`config.mk`:
```
export PLATFORM = sky130hd
export DESIGN_NAME = instruction_fetch_unit
export DESIGN_NICKNAME = d
export VERILOG_FILES = /design/src/rtl/instruction_fetch_unit.sv
export SDC_FILE = /design/constraint.sdc
export NUM_CORES = 1
export LEC_CHECK = 0
export BUFFER_PORTS_ARGS = -buffer_cell sky130_fd_sc_hd__buf_2
export CAP_MARGIN = 10
export CORE_MARGIN = 4
export CORE_UTILIZATION = 41
export CTS_BUF_LIST = sky130_fd_sc_hd__clkbuf_16
export DETAILED_ROUTE_END_ITERATION = 7
export PLACE_DENSITY = 0.7
export SYNTH_ARGS = -nofsm -noshare
export SYNTH_HDL_FRONTEND = slang
export SYNTH_SLANG_ARGS = --single-unit
```
`constraint.sdc`:
```
create_clock -name clk -period 4.6 [get_ports clk]
set_input_delay 0.92 -clock clk [delete_from_list [all_inputs] [get_ports clk]]
set_output_delay 0.92 -clock clk [all_outputs]
set_load 0.005 [all_outputs]
```
`src/rtl/instruction_fetch_unit.sv`:
```
// Instruction fetch unit: keeps the PC, issues one instruction-memory request
// at a time, captures the response and holds it for decode until accepted.
// Redirects (flush) may arrive in any state; a request already in flight
// when a redirect lands is tracked with 'drop' so its response is discarded.
//
// Ports
//   clk, reset          : clock, synchronous active-low reset
//   next_pc             : PC to advance to when decode accepts an instruction
//   flush, flush_pc     : redirect request and target
//   current_pc(_plus_4) : PC register and PC + 4
//   imem_req_*          : request channel (valid/ready, addr)
//   imem_resp_*         : in-order response (valid, data), no backpressure
//   inst_valid/inst/inst_pc/inst_ready : handoff to decode
//   misaligned_err      : sticky, set by any PC load with value[1:0] != 0
//   fetch_count         : instructions accepted by decode (wraps)
module instruction_fetch_unit #(
  parameter logic [31:0] RESET_PC = 32'h0000_0000
) (
  input  logic        clk,
  input  logic        reset,
  input  logic [31:0] next_pc,
  output logic [31:0] current_pc,
  output logic [31:0] current_pc_plus_4,
  input  logic        flush,
  input  logic [31:0] flush_pc,
  output logic        imem_req_valid,
  output logic [31:0] imem_req_addr,
  input  logic        imem_req_ready,
  input  logic        imem_resp_valid,
  input  logic [31:0] imem_resp_data,
  output logic        inst_valid,
  output logic [31:0] inst,
  output logic [31:0] inst_pc,
  input  logic        inst_ready,
  output logic        misaligned_err,
  output logic [31:0] fetch_count
);

  typedef enum logic [1:0] {S_REQ, S_WAIT, S_HOLD} state_t;

  // Datapath control produced by the output decode.
  typedef struct packed {
    logic        pc_ld;
    logic [31:0] pc_val;
    logic        drop_nxt;
    logic        cap;
    logic        cnt_inc;
  } ctl_t;

  state_t state, state_nxt;
  logic   drop;
  ctl_t   ctl;

  // State register
  always_ff @(posedge clk) begin
    if (!reset) state <= S_REQ;
    else        state <= state_nxt;
  end

  // Next-state logic
  always_comb begin
    state_nxt = state;
    case (state)
      S_REQ:  if (imem_req_ready) state_nxt = S_WAIT;
      // A flush or a pending drop turns the response into a discard.
      S_WAIT: if (imem_resp_valid) state_nxt = (flush || drop) ? S_REQ : S_HOLD;
      S_HOLD: if (flush || inst_ready) state_nxt = S_REQ;
      default: state_nxt = S_REQ;
    endcase
  end

  // Output / control decode
  always_comb begin
    imem_req_valid = (state == S_REQ);
    inst_valid     = (state == S_HOLD);
    ctl.pc_ld      = 1'b0;
    ctl.pc_val     = flush_pc;
    ctl.drop_nxt   = drop;
    ctl.cap        = 1'b0;
    ctl.cnt_inc    = 1'b0;
    case (state)
      S_REQ: begin
        if (flush) begin
          ctl.pc_ld = 1'b1;
          // Request goes out for the old PC; its response must be thrown away.
          if (imem_req_ready) ctl.drop_nxt = 1'b1;
        end
      end
      S_WAIT: begin
        if (imem_resp_valid) begin
          // The single outstanding response is consumed here either way.
          ctl.drop_nxt = 1'b0;
          ctl.cap      = !flush && !drop;
          ctl.pc_ld    = flush;
        end else if (flush) begin
          ctl.pc_ld    = 1'b1;
          ctl.drop_nxt = 1'b1;
        end
      end
      S_HOLD: begin
        // Flush wins over acceptance: no count, no next_pc.
        if (flush) begin
          ctl.pc_ld = 1'b1;
        end else if (inst_ready) begin
          ctl.pc_ld   = 1'b1;
          ctl.pc_val  = next_pc;
          ctl.cnt_inc = 1'b1;
        end
      end
      default: ;
    endcase
  end

  // Datapath registers
  always_ff @(posedge clk) begin
    if (!reset) begin
      current_pc     <= RESET_PC;
      drop           <= 1'b0;
      inst           <= 32'h0;
      inst_pc        <= 32'h0;
      misaligned_err <= 1'b0;
      fetch_count    <= 32'h0;
    end else begin
      if (ctl.pc_ld) begin
        current_pc <= {ctl.pc_val[31:2], 2'b00};
        if (|ctl.pc_val[1:0]) misaligned_err <= 1'b1;
      end
      drop <= ctl.drop_nxt;
      if (ctl.cap) begin
        inst    <= imem_resp_data;
        inst_pc <= current_pc;
      end
      if (ctl.cnt_inc) fetch_count <= fetch_count + 32'd1;
    end
  end

  assign current_pc_plus_4 = current_pc + 32'd4;
  assign imem_req_addr     = current_pc;

endmodule

```
==> impl_metrics.json <==
{
  "drt_pass1_iterations": 5,
  "root_buffer": "clkbuf_16",
  "clk_latency_ns": 0.41,
  "synth-seq-cells": 128,
  "die-area_um2": 16900,
  "slew_violations": 0,
  "yosys-top-cells-count": "nand2_1, dfxtp_1, a21oi_1",
  "path_cells": "and4_1 > nand4bb_1 > nor4_1 > xor2_1 > buf_2",
  "overflow": 0,
  "synth.area.top_cells": "dfxtp_1, nand2_1, mux2i_1",
  "cts_sinks": 128,
  "finalCritPeriodShare_pct": 73.5,
  "tightest_slew_ns": 0.926,
  "vias": 5991,
  "rsz0062_at_grt": "false",
  "syn2layout_area_growth_pct": 30.2,
  "drc_errors": 0,
  "max_cap_violations": 0,
  "max_freq_mhz": 296,
  "nets": 1078,
  "synth_cell_type_count": 49,
  "dpl-instance-area_um2": 7360,
  "fin_worst_skew_ns": 0.00763,
  "cts_tree": "done",
  "critPathMaxStageDelay_ns": 0.48,
  "leakage_nw": 3.55,
  "endpoint": "current_pc_plus_4[29]",
  "routabilityCongestion": 0.830,
  "regToRegEndpoint": "fetch_count[18]",
  "grt_pass1_vias": 5342,
  "vias_per_cell": 5.12,
  "cts_setup_buffers": 0,
  "grt_pass1_wl_um": 27700,
  "synth-seq-area-share_pct": 41.9,
  "cp.required_ns": 3.68,
  "cts_htree_levels": 4,
  "hold_violations": 0,
  "reg2reg_depth": 5,
  "worstHoldPathType": "reg2reg",
  "path_buf_inv": 1,
  "setup_violations": 0,
  "arrival_ns": 2.46,
  "ant_nets": 0,
  "cts_hold_buf": 0,
  "num_rows": 44,
  "initialDrtViolationCount": 296,
  "dieWidth_um": 130,
  "numCtsBuffers": 17,
  "grt_max_degree": 70,
  "cpMaxStageDelayCell": "dfxtp_1",
  "fin_tns_setup_ns": 0,
  "criticalPathCategory": "reg2out",
  "die_h_um": 130,
  "hpwlAfterDp_um": 13300,
  "clk_pin_slew_ns": 0.06,
  "fin_total_pwr_mw": 2.80,
  "outcome": "complete, no violations",
  "yosys.area.top_type_share_pct": 41.9,
  "synth_top_flop_cell": "dfxtp_1",
  "hp-start": "misaligned_err",
  "path_delay_family": "simple AND/OR/NAND/NOR gates",
  "crit_fanout": 9,
  "synth-edff-count": 0,
  "drt_wl_total_um": 18600,
  "post-synth-top-count-cell": "nand2_1",
  "vdd_drop_max_uv": 232,
  "grt_antenna_before_repair": 0,
  "powerDensity_nw_per_um2": 351,
  "setup.worst_path.start_class": "register",
  "start_util_pct": 41.9,
  "crit_cells": 5,
  "post_cts_resized": 0,
  "rr_startpoint": "state[1]",
  "post-route-min-period_ns": 3.38,
  "track_usage_pct": 20.8,
  "slew_headroom_pct": 38.1,
  "rrSetupSlack_ns": 2.19,
  "async_flop_share_pct": 0,
  "crit_path_start": "current_pc[4]",
  "wl_per_cell_um": 15.9,
  "avgSynthCellArea_um2": 8.23,
  "drive_gt1_share_pct": 33.8,
  "yosysWarnings": 0,
  "netlist_area_um2": 6120,
  "final_area_um2": 7970,
  "cts_buffer_depth": 2,
  "boundaryPins": 297,
  "core_um2": 14600,
  "yosysTopAreaCell": "dfxtp_1",
  "diodes": 0,
  "syn_inst": 744,
  "end_kind": "output port",
  "numPortBuffers": 288
}
## sequential cells by signal, summed over array words and instances (netlist names)
name            flops
fetch_count        32
inst               32
current_pc         30
misaligned_err      1
drop                1
state               2
inst_pc            30
## cells in the final DEF (no fill, tap or decap), types with 3 or more instances in the layout
cell type	instances
buf_2	288
nand2_1	150
dfxtp_1	128
a21oi_1	76
nor2_1	48
mux2i_1	40
a211oi_1	30
xor2_1	24
nand3_1	18
clkbuf_16	17
nand4_1	15
nor3_1	15
inv_1	14
xnor2_1	13
nand2b_1	10
and4_1	9
nor4_1	9
conb_1	8
o21ai_0	6
clkinv_2	5
o31ai_1	5
or4_1	5
or3_1	5
o311ai_0	4
bufinv_16	4
clkinv_1	4
buf_4	4
and2_1	3
o41ai_1	3
## worst min path at each step
stage                     slack, ns  cells past startpoint              to
after floorplan                0.44                      2  misaligned_err
after global placement         0.44                      2  misaligned_err
after detailed placement       0.43                      2  misaligned_err
after CTS                      0.44                      2  misaligned_err
after global routing           0.46                      2        inst[25]
final                          0.44                      2  misaligned_err
## metrics by stage
stage	setup slack (ns)	hold slack (ns)	util, %	instances
4_1_cts	1.21	0.443	54.6	1171
6_report	1.22	0.441	54.6	1171
5_1_grt	1.07	0.464	54.6	1171
3_3_place_gp	1.63	0.436	50.5	1139
3_5_place_dp	1.58	0.435	50.5	1139
2_1_floorplan	2.11	0.442	-	751
## metal layers
layer  global-route usage [%]  share of wire, %
met2                     35.1                49
met5                        0                 0
met1                     25.4                42
met3                     5.98               7.9
met4                     6.97               1.6
## worst reg2reg max path: cells and delay by family, from the launching register on
kind | cells | cell delay, ns
simple gates | 3 | 1.17
buf+inv | 1 | 0.56
flops | 1 | 0.48
compound gates | 1 | 0.14
## where the power goes
| group | switching, mW | leakage [nW] | internal (mW) |
|---|---|---|---|
| registers | 0.0527 | 1.04 | 1.14 |
| logic | 0.125 | 2.21 | 0.116 |
| clock network | 0.471 | 0.298 | 0.892 |
## final cells by class
| class | instances | area [um^2] |
|---|---|---|
| fillers | 1416 | 6620 |
| repair buffers | 293 | 1490 |
| clock buffers | 17 | 425 |
| clock inverters | 15 | 175 |
| well taps | 184 | 230 |
| inverters | 14 | 53.8 |
| multi-input cells | 520 | 3030 |
| flip-flops and latches | 128 | 2560 |
## cells by family after synthesis
| logic type | Yosys count | share of synthesized area (%) |
|---|---|---|
| muxes | 40 | 6.54 |
| buffers and inverters | 103 | 9.40 |
| xor gates and xnor gates | 37 | 5.30 |
| AOI/OAI and AO/OA | 126 | 12.2 |
| other | 1 | 0.0613 |
| DFF | 128 | 41.9 |
| and+or+nand+nor | 307 | 24.2 |
| adders and majority gates | 2 | 0.409 |
(Power assumes the default switching activity.)
